### src/rtl/miriscv_lsu_pkg.sv
// Shared load/store size codes, FSM state encoding and size helpers
// for the miriscv load/store unit.
package miriscv_lsu_pkg;

    localparam logic [2:0] LDST_B  = 3'b000;
    localparam logic [2:0] LDST_H  = 3'b001;
    localparam logic [2:0] LDST_W  = 3'b010;
    localparam logic [2:0] LDST_BU = 3'b100;
    localparam logic [2:0] LDST_HU = 3'b101;

    typedef enum logic [1:0] {
        LSU_IDLE = 2'd0,
        LSU_REQ  = 2'd1,
        LSU_RESP = 2'd2,
        LSU_DONE = 2'd3
    } lsu_state_e;

    // Unsigned sizes only make sense for loads; anything unknown acts as a word.
    function automatic logic [2:0] norm_size(input logic [2:0] size,
                                             input logic       we);
        logic [2:0] s;
        case (size)
            LDST_B, LDST_H, LDST_W: s = size;
            LDST_BU, LDST_HU:       s = we ? LDST_W : size;
            default:                s = LDST_W;
        endcase
        return s;
    endfunction

endpackage

### src/rtl/miriscv_lsu_align.sv
// Combinational lane logic: byte enables, replicated store data,
// misalignment detection and load data extraction/extension.
module miriscv_lsu_align (
    input  logic [2:0]  size,
    input  logic [1:0]  offset,
    input  logic [31:0] wdata_raw,
    input  logic [31:0] rdata_raw,
    output logic [3:0]  be,
    output logic [31:0] wdata,
    output logic        misalign,
    output logic [31:0] rdata
);
    import miriscv_lsu_pkg::*;

    logic        is_byte;
    logic        is_half;
    logic        sext;
    logic [7:0]  rbyte;
    logic [15:0] rhalf;

    assign is_byte = (size == LDST_B) || (size == LDST_BU);
    assign is_half = (size == LDST_H) || (size == LDST_HU);
    assign sext    = ~size[2];
    assign rbyte   = rdata_raw[{offset, 3'b000} +: 8];
    assign rhalf   = offset[1] ? rdata_raw[31:16] : rdata_raw[15:0];

    always_comb begin
        be       = 4'b1111;
        wdata    = wdata_raw;
        misalign = 1'b0;
        rdata    = rdata_raw;
        unique case (1'b1)
            is_byte: begin
                be    = 4'b0001 << offset;
                wdata = {4{wdata_raw[7:0]}};
                rdata = {{24{sext & rbyte[7]}}, rbyte};
            end
            is_half: begin
                be       = 4'b0011 << {offset[1], 1'b0};
                wdata    = {2{wdata_raw[15:0]}};
                misalign = offset[0];
                rdata    = {{16{sext & rhalf[15]}}, rhalf};
            end
            default: begin
                misalign = (offset != 2'b00);
            end
        endcase
    end

endmodule

### src/rtl/miriscv_lsu.sv
// Load/store unit: req/gnt/rvalid data-memory handshake, core stall,
// access timeout and load writeback data.
module miriscv_lsu #(
    parameter int unsigned TIMEOUT_CYCLES = 256
) (
    input  logic        clk_i,
    input  logic        rst_n_i,
    input  logic        lsu_req_i,
    input  logic        lsu_we_i,
    input  logic [2:0]  lsu_size_i,
    input  logic [31:0] lsu_addr_i,
    input  logic [31:0] lsu_data_i,
    output logic [31:0] lsu_data_o,
    output logic        lsu_stall_req_o,
    output logic        lsu_misalign_o,
    output logic        lsu_err_o,
    output logic        data_req_o,
    output logic        data_we_o,
    output logic [3:0]  data_be_o,
    output logic [31:0] data_addr_o,
    output logic [31:0] data_wdata_o,
    input  logic        data_gnt_i,
    input  logic        data_rvalid_i,
    input  logic [31:0] data_rdata_i
);
    import miriscv_lsu_pkg::*;

    localparam int unsigned      CNT_W    = $clog2(TIMEOUT_CYCLES) + 1;
    localparam logic [CNT_W-1:0] CNT_LAST = CNT_W'(TIMEOUT_CYCLES - 1);
    localparam logic [CNT_W-1:0] CNT_ONE  = CNT_W'(1);

    lsu_state_e       state;
    logic [CNT_W-1:0] cnt;
    logic [CNT_W-1:0] cnt_nxt;
    logic [2:0]       size_q;
    logic [1:0]       offset_q;
    logic [2:0]       size_in;
    logic [2:0]       size_sel;
    logic [1:0]       offset_sel;
    logic [3:0]       be;
    logic [31:0]      wdata;
    logic [31:0]      rdata;
    logic             misalign;
    logic             idle;
    logic             issue;
    logic             timeout;

    assign idle       = (state == LSU_IDLE);
    assign size_in    = norm_size(lsu_size_i, lsu_we_i);
    // Outside IDLE the lane logic works on the captured access for extraction.
    assign size_sel   = idle ? size_in : size_q;
    assign offset_sel = idle ? lsu_addr_i[1:0] : offset_q;

    miriscv_lsu_align u_align (
        .size      (size_sel),
        .offset    (offset_sel),
        .wdata_raw (lsu_data_i),
        .rdata_raw (data_rdata_i),
        .be        (be),
        .wdata     (wdata),
        .misalign  (misalign),
        .rdata     (rdata)
    );

    assign issue   = idle && lsu_req_i && !misalign;
    assign timeout = (cnt >= CNT_LAST);
    assign cnt_nxt = cnt + CNT_ONE;

    assign lsu_stall_req_o = issue
                          || (state == LSU_REQ)
                          || (state == LSU_RESP);

    always_ff @(posedge clk_i) begin
        if (!rst_n_i) begin
            state          <= LSU_IDLE;
            cnt            <= '0;
            size_q         <= '0;
            offset_q       <= '0;
            lsu_data_o     <= '0;
            lsu_misalign_o <= 1'b0;
            lsu_err_o      <= 1'b0;
            data_req_o     <= 1'b0;
            data_we_o      <= 1'b0;
            data_be_o      <= '0;
            data_addr_o    <= '0;
            data_wdata_o   <= '0;
        end else begin
            lsu_misalign_o <= 1'b0;
            lsu_err_o      <= 1'b0;
            case (state)
                LSU_IDLE: begin
                    lsu_misalign_o <= lsu_req_i & misalign;
                    if (issue) begin
                        state        <= LSU_REQ;
                        cnt          <= '0;
                        size_q       <= size_in;
                        offset_q     <= lsu_addr_i[1:0];
                        data_req_o   <= 1'b1;
                        data_we_o    <= lsu_we_i;
                        data_be_o    <= be;
                        data_addr_o  <= {lsu_addr_i[31:2], 2'b00};
                        data_wdata_o <= wdata;
                    end
                end
                LSU_REQ: begin
                    if (data_gnt_i) begin
                        data_req_o <= 1'b0;
                        cnt        <= cnt_nxt;
                        if (data_rvalid_i) begin
                            state <= LSU_DONE;
                            if (!data_we_o) lsu_data_o <= rdata;
                        end else begin
                            state <= LSU_RESP;
                        end
                    end else if (timeout) begin
                        state      <= LSU_DONE;
                        data_req_o <= 1'b0;
                        lsu_err_o  <= 1'b1;
                        lsu_data_o <= '0;
                    end else begin
                        cnt <= cnt_nxt;
                    end
                end
                LSU_RESP: begin
                    if (data_rvalid_i) begin
                        state <= LSU_DONE;
                        if (!data_we_o) lsu_data_o <= rdata;
                    end else if (timeout) begin
                        state      <= LSU_DONE;
                        lsu_err_o  <= 1'b1;
                        lsu_data_o <= '0;
                    end else begin
                        cnt <= cnt_nxt;
                    end
                end
                // The finishing instruction is still presented here; never re-issue it.
                LSU_DONE: state <= LSU_IDLE;
                default:  state <= LSU_IDLE;
            endcase
        end
    end

endmodule

### config.mk
export PLATFORM = sky130hd
export DESIGN_NAME = miriscv_lsu
export DESIGN_NICKNAME = d
export VERILOG_FILES = /design/src/rtl/miriscv_lsu_pkg.sv /design/src/rtl/miriscv_lsu_align.sv /design/src/rtl/miriscv_lsu.sv
export SDC_FILE = /design/constraint.sdc
export NUM_CORES = 1
export LEC_CHECK = 0
export ABC_AREA = 1
export CORE_UTILIZATION = 32
export DETAILED_ROUTE_END_ITERATION = 10
export SYNTH_ARGS = -nofsm -noshare
export SYNTH_HDL_FRONTEND = slang
export SYNTH_HIERARCHICAL = 1
export SYNTH_SLANG_ARGS = --single-unit
### constraint.sdc
create_clock -name clk_i -period 2.6 [get_ports clk_i]
set_input_delay 0.52 -clock clk_i [delete_from_list [all_inputs] [get_ports clk_i]]
set_output_delay 0.52 -clock clk_i [all_outputs]
set_load 0.02 [all_outputs]
# After elaboration in Yosys (flattened, before gate mapping)
# Index checks and enable logic that the tools add are counted.
[word_totals]
register_bits = 118
out_inout_bits = 105
wordCells = 90
in_bits = 105
[classes]
eq_ne = 14
n_lt_le_gt_ge = 1
n_shift = 3
bitwise_logic = 4
reduce_logical = 21
n_mux = 34
add_sub_neg = 1
[ops]
columns = ["operator", "count"]
rows = [
  ["32-bit case mux with 2 select lines", 3],
  ["32-bit two-way mux", 5],
  ["9-bit two-way mux", 4],
  ["32-bit by 6-bit variable part select with 8-bit output", 1],
  ["9-bit case mux with 3 select lines", 1],
  ["16-bit two-way mux", 1],
  ["3-bit == test, second input constant", 4],
  ["2-bit two-way mux", 5],
  ["9-bit by 1-bit adder with 9-bit output, second input constant", 1],
  ["9-bit by 8-bit greater-or-equal comparator with 1-bit output, second input constant", 1],
  ["2-bit case mux with 4 select lines", 1],
  ["4-bit case mux with 2 select lines", 1],
  ["1-bit two-way mux", 7],
  ["3-bit by 1-bit == test with 1-bit output, second input constant", 2],
  ["3-bit logical NOT", 2],
  ["3-bit two-way mux", 2],
  ["3-bit != test, second input constant", 2],
  ["1-bit case mux with 2 select lines", 3],
  ["3-bit case mux with 2 select lines", 1],
  ["2-bit AND reduction", 3],
  ["3-bit AND reduction", 2],
  ["2-bit nonzero test", 3],
  ["2-bit == test, second input constant", 2],
  ["1-bit logical OR", 4],
  ["other kinds (14)", 17],
]

# Longest topological paths before layout
[depth]
word_depth = 11
mapped_depth = 19
depth_no_buf = 17

# Cells and area by module
# The synthesis kept the hierarchy.
[by_module_without_submodules]
columns = ["module", "n_inst", "seq_area_each_um2", "cells_per_inst", "area_per_inst_um2"]
rows = [
  ["miriscv_lsu", 1, 2362.3, 629, 4760.8],
  ["miriscv_lsu_align", 1, 0.0, 265, 1268.7],
]

# Worst setup path after synthesis
# OpenSTA, ideal clock, no wires.
[synth_timing]
kind = "input port to output port"
startpoint = "in lsu_size_i[2]"
endpoint = "out lsu_stall_req_o"
t_required_ns = 2.080
path_slack_ns = -0.042
cell_stages = 9
n_path_buf = 1
arrival_time_ns = 2.122
path_cell_list = "a21oi_1 > nand2_1 > o21ai_0 > nand2_4 > o22ai_1 > inv_1 > nand3_4 > clkbuf_1 > nand2_1"
[synth_via]
elab_chain_len = 11
elab_cells_between_ends = 21
classes_between = "7 x eq/ne; 4 x mux; 10 x reduce/logical"
[synth_lines]
columns = ["item", "line_no", "rtl"]
rows = [
  ["start: declaration", "miriscv_lsu.sv:10", "input logic [2:0] lsu_size_i,"],
  ["3-bit by 1-bit == test with 1-bit output, or another cell as far along", "miriscv_lsu_pkg.sv:22", "case (size)"],
  ["3-bit OR reduction or 2-bit OR reduction (tied branches)", "miriscv_lsu_pkg.sv:22", ""],
  ["3-bit case mux with 2 select lines *", "miriscv_lsu_pkg.sv:22", ""],
  ["3-bit two-way mux *", "miriscv_lsu.sv:51", "assign size_sel = idle ? size_in : size_q;"],
  ["named net size_sel[0]", "miriscv_lsu.sv:38", "logic [2:0] size_sel;"],
  ["3-bit by 1-bit == test with 1-bit output, or another cell as far along", "miriscv_lsu_align.sv:22", "assign is_half = (size == LDST_H) || (size == LDST_HU);"],
  ["1-bit logical OR (on tied branches)", "miriscv_lsu_align.sv:22, miriscv_lsu_align.sv:21", ""],
  ["1-bit case mux with 2 select lines *", "miriscv_lsu_align.sv:32", "unique case (1'b1)"],
  ["named net misalign", "miriscv_lsu.sv:43", "logic misalign;"],
  ["1-bit logical NOT *", "miriscv_lsu.sv:65", "assign issue = idle && lsu_req_i && !misalign;"],
  ["1-bit logical AND *", "miriscv_lsu.sv:65", ""],
  ["1-bit logical OR *", "miriscv_lsu.sv:70", "|| (state == LSU_REQ)"],
  ["1-bit logical OR *", "miriscv_lsu.sv:71", "|| (state == LSU_RESP);"],
  ["end: declaration", "miriscv_lsu.sv:14", "output logic lsu_stall_req_o,"],
]
# Mark *: on every way through the listed nets, which the timed path passes. The rest lies on a longest branch.

# Worst setup path after layout
[layout_timing]
startpoint = "reg state[1]"
endpoint = "out lsu_stall_req_o"
[layout_via]
elab_chain_len = 9
elab_cells_between_ends = 18
classes_between = "5 x eq/ne; 3 x mux; 10 x reduce/logical"
[layout_lines]
columns = ["item", "line_no", "rtl"]
rows = [
  ["start: declaration", "miriscv_lsu.sv:32", "lsu_state_e state;"],
  ["start signal: assignment", "miriscv_lsu.sv:75", "state <= LSU_IDLE;"],
  ["start signal: assignment", "miriscv_lsu.sv:94", "state <= LSU_REQ;"],
  ["start signal: assignment", "miriscv_lsu.sv:110", "state <= LSU_DONE;"],
  ["2-bit logical NOT *", "miriscv_lsu.sv:48", "assign idle = (state == LSU_IDLE);"],
  ["3-bit two-way mux *", "miriscv_lsu.sv:51", ""],
  ["named net size_sel[1]", "miriscv_lsu.sv:38", ""],
  ["3-bit by 1-bit == test with 1-bit output, or another cell as far along", "miriscv_lsu_align.sv:22", ""],
  ["1-bit logical OR (on tied branches)", "miriscv_lsu_align.sv:22, miriscv_lsu_align.sv:21", ""],
  ["1-bit case mux with 2 select lines *", "miriscv_lsu_align.sv:32", ""],
  ["named net misalign", "miriscv_lsu.sv:43", ""],
  ["1-bit logical NOT *", "miriscv_lsu.sv:65", ""],
  ["1-bit logical AND *", "miriscv_lsu.sv:65", ""],
  ["1-bit logical OR *", "miriscv_lsu.sv:70", ""],
  ["1-bit logical OR *", "miriscv_lsu.sv:71", ""],
]
# Marks and branches as above.

==> reports/metrics.cfg <==
[outcome]
outcome = finished clean

[synth]
syn_area_per_cell_sq_um = 6.74
ys.warnings.count = 6
mappedNetlistArea_sq_um = 6030
postSynth.asyncResetShare_pct = 0
number_of_synthesized_flops_with_an_enable_pin = 0
area_fraction_of_the_dominant_cell_type_after_synthesis_pct = 39.2
synthTopCellsByCount = 220 x nor2_1, 179 x nand2_1, 118 x dfxtp_1
post_synthesis_register_bit_count = 118
syn_inst = 894
post_synth_num_cell_types = 33
ys_seq_area_share_pct = 39.2
yosysTopAreaCell = dfxtp_1
post-synth-top-count-cell = nor2_1
synth_flop_cell = dfxtp_1
netlist_top_cells_area = dfxtp_1 39%, nor2_1 14%, nand2_1 11%, o21ai_0 8.0%, a21oi_1 4.2%

[cts]
clkSinkCount = 118
cts_tree = built
clk_transition_reported_paths_ps = 60
ctsRootBufferMaster = clkbuf_16
clock_tree.buffer_depth = 2
cts_buffers = 17
worstSkewPairLatency_ps = 410
clock_tree.htree_level_count = 4

[critical_path]
worst-r2r-setup-slack_ps = 290
worst-r2r-cell-count = 14
timing.critical_path.max_delay_family = buffers and inverters
worst-setup-path-type = flop to output pin
crit_buf_inv = 5
required_ps = 2080
cp_num_cells = 12
crit_chain = inv_1, ha_4, clkinv_4, nand2_1, o21ai_4, inv_2, nand2_4, o22ai_4, inv_2, nand3_4, nand2_1, buf_4
r2r_end = data_be_o[3]$_SDFFE_PN0P_
timing.rr.start = state[1]$_SDFFE_PN0P_
crit_path_max_incr_delay_ps = 320
crit_fanout = 8
timing.critical_path.to_type = output pin
start_kind = flop
critPathSlowestCell = dfxtp_1
critical_path_data_arrival_time_ps = 1920

[die]
rows = 49
die_ht_um = 139
die-area_sq_um = 19400
die_w_um = 139
fp.coreArea_sq_um = 18200
starting_density_of_the_core_pct = 33.1
design.portCount = 210

[timing]
slew_violations = 0
timing_worst_slew_pin_value_ps = 574
post-route-period-util_pct = 94.0
final.setup.tns_ps = 0
finalHoldViolations = 0
clock.fmax_ghz = 0.409
finalWorstPathRequiredPeriod_ps = 2440
rsz0062_at_grt = false
final_skew_ps = 9.87
timing.max_slew.rel_slack_pct = 61.7
total_setup_violations_reported_at_the_end_of_the_flow = 0

[detailed_routing]
vias = 6527
drt-vias-per-instance = 4.84
routed_wl_um = 20000
route.antenna.remaining_nets = 0
detailedRoute.firstPassIterationCount = 5
routedWlPerCell_um = 14.8
detail_route.drc_violations = 0
detail_route.iter0.violations = 321

[job]
maxcap_violations = 0

[finish]
post_route_cells_drive_above_1_share_pct = 12.6
finalNetCount = 1217
fillCellCount = 1827
diodes = 0
final_area_sq_um = 9140
finalCoreUtilization_pct = 50.2
final-instance-count-excl-fill = 1349
area_delta_synth_final_pct = 51.6

[grt]
number_of_global_route_vias_before_repair = 6172
global_route.overflow_total = 0
grt.total_usage_pct = 20.8
initial_antenna_violation_count = 0
grt_first_pass_wirelength_um = 32300
grt_max_degree = 66

[pwr]
cell_internal_pwr_w = 0.00634
total_leakage_power_nw = 3.84
switching_power_summed_over_all_nets_w = 0.00458
swShare_pct = 41.9
power.ir.vdd_worst_v = 0.000577
power_frac_clock_pct = 21.7
share_seq_of_total_power_pct = 24.3
power.combinational.fraction_pct = 54.0
power.density_nw_per_um2 = 1190

[placement]
postPlaceCellArea_sq_um = 8450
place.detailed.hpwl_um = 14200
place.detailed.instances = 1313
globalplace.congestion = 0.818
buffer_ports.inserted = 207

[hold_path]
worstHoldStart = data_wdata_o[19]$_SDFFE_PN0P_
worst_hold_path.num_cells = 2
worst_hold_endpoint = data_wdata_o[19]$_SDFFE_PN0P_
hold_path.class = flop to flop

worst min-delay path, delay by kind of cell, from the launching register on:
family	cells	cell delay, ps
DFF	1	320
and+or+nand+nor	2	120
how the worst max path moves through the flow:
| stage | start | end | slack (ps) |
|---|---|---|---|
| 6_report | state[1]$_SDFFE_PN0P_ | lsu_stall_req_o | 160 |
| 5_1_grt | state[1]$_SDFFE_PN0P_ | lsu_stall_req_o | 20 |
| 4_1_cts | lsu_we_i | lsu_stall_req_o | 5 |
| 3_5_place_dp | lsu_size_i[2] | lsu_stall_req_o | -510 |
| 3_3_place_gp | lsu_size_i[2] | data_be_o[3]$_SDFFE_PN0P_ | -490 |
| 2_1_floorplan | state[0]$_SDFFE_PN0P_ | lsu_stall_req_o | 50 |
per-layer routing:
metal  up-vias  GRT usage [%]  share of wire [%]
li1       3309              -                  -
met1      2994           27.3                 45
met2       204           33.3                 46
met3        20           5.68                7.6
met4         0           6.20                1.4
met5         -              0                  0
flip-flops by register name, summed over array words and instances, names as in the netlist, 2 cells and up:
name	flops
data_be_o	4
data_addr_o	30
size_q	3
lsu_data_o	32
state	2
data_wdata_o	32
offset_q	2
cnt	9
power groups by stage:
stage	sequential (W)	combinational [W]	clock, W
after floorplan	0.00328	0.00283	0
after global placement	0.00268	0.00574	0
after detailed placement	0.00269	0.00576	0
after CTS	0.00266	0.00585	0.00242
after global routing	0.00273	0.00643	0.00251
final	0.00265	0.00589	0.00237
cell type report:
type | instances | area (sq um) | share of cell area, %
multi-input combinational | 673 | 3190 | 34.8
tap | 229 | 287 | 3.13
inverter | 40 | 155 | 1.70
sequential | 118 | 2360 | 25.8
clock inverter | 13 | 148 | 1.62
clock buffer | 19 | 453 | 4.95
timing repair buffer | 257 | 2550 | 27.9
cells in the final DEF (no fill, tap or decap), drive strengths merged:
| cell type | instances |
|---|---|
| nor2 | 224 |
| clkdlybuf4s50 | 202 |
| nand2 | 188 |
| dfxtp | 118 |
| o21ai | 100 |
| nand3 | 58 |
| a21oi | 53 |
| buf | 52 |
| inv | 40 |
| nor3 | 32 |
| clkbuf | 19 |
| clkinv | 7 |
| ha | 5 |
| nand4 | 4 |
| clkinvlp | 4 |
| dlymetal6s2s | 3 |
| o21bai | 2 |
| conb | 2 |
| bufinv | 2 |
| o22ai | 2 |
| a2111oi | 1 |
| a31oi | 1 |
| a21boi | 1 |
per-stage QoR:
stage,total power (W),hold slack [ps],setup slack [ps]
after floorplan,0.00611,455,46.6
after global placement,0.00842,461,-487
after detailed placement,0.00846,470,-508
after CTS,0.0109,484,5.13
after global routing,0.0117,504,19.0
final,0.0109,477,156
logic make-up (layout without fill, tap and decap cells):
group                    after synthesis  in the layout  share of synthesized area, %
AND/OR/NAND/NOR                      506            506                          36.9
flip-flops                           118            118                          39.2
buffers and inverters                104            329                          8.96
AO/OA/AOI/OAI                        160            160                          13.9
other                                  1              2                        0.0622
adder cells (fa/ha/maj)                5              5                          1.04
repair_timing:
item | 4_1_cts | 5_1_grt
buffers inserted | 2 | 2
pin swaps | 2 | 3
gates resized for setup | 11 | 12
hold buffers | 0 | 0
endpoints found under the setup margin | 80 | 83
Power figures use the tool's default switching activity.
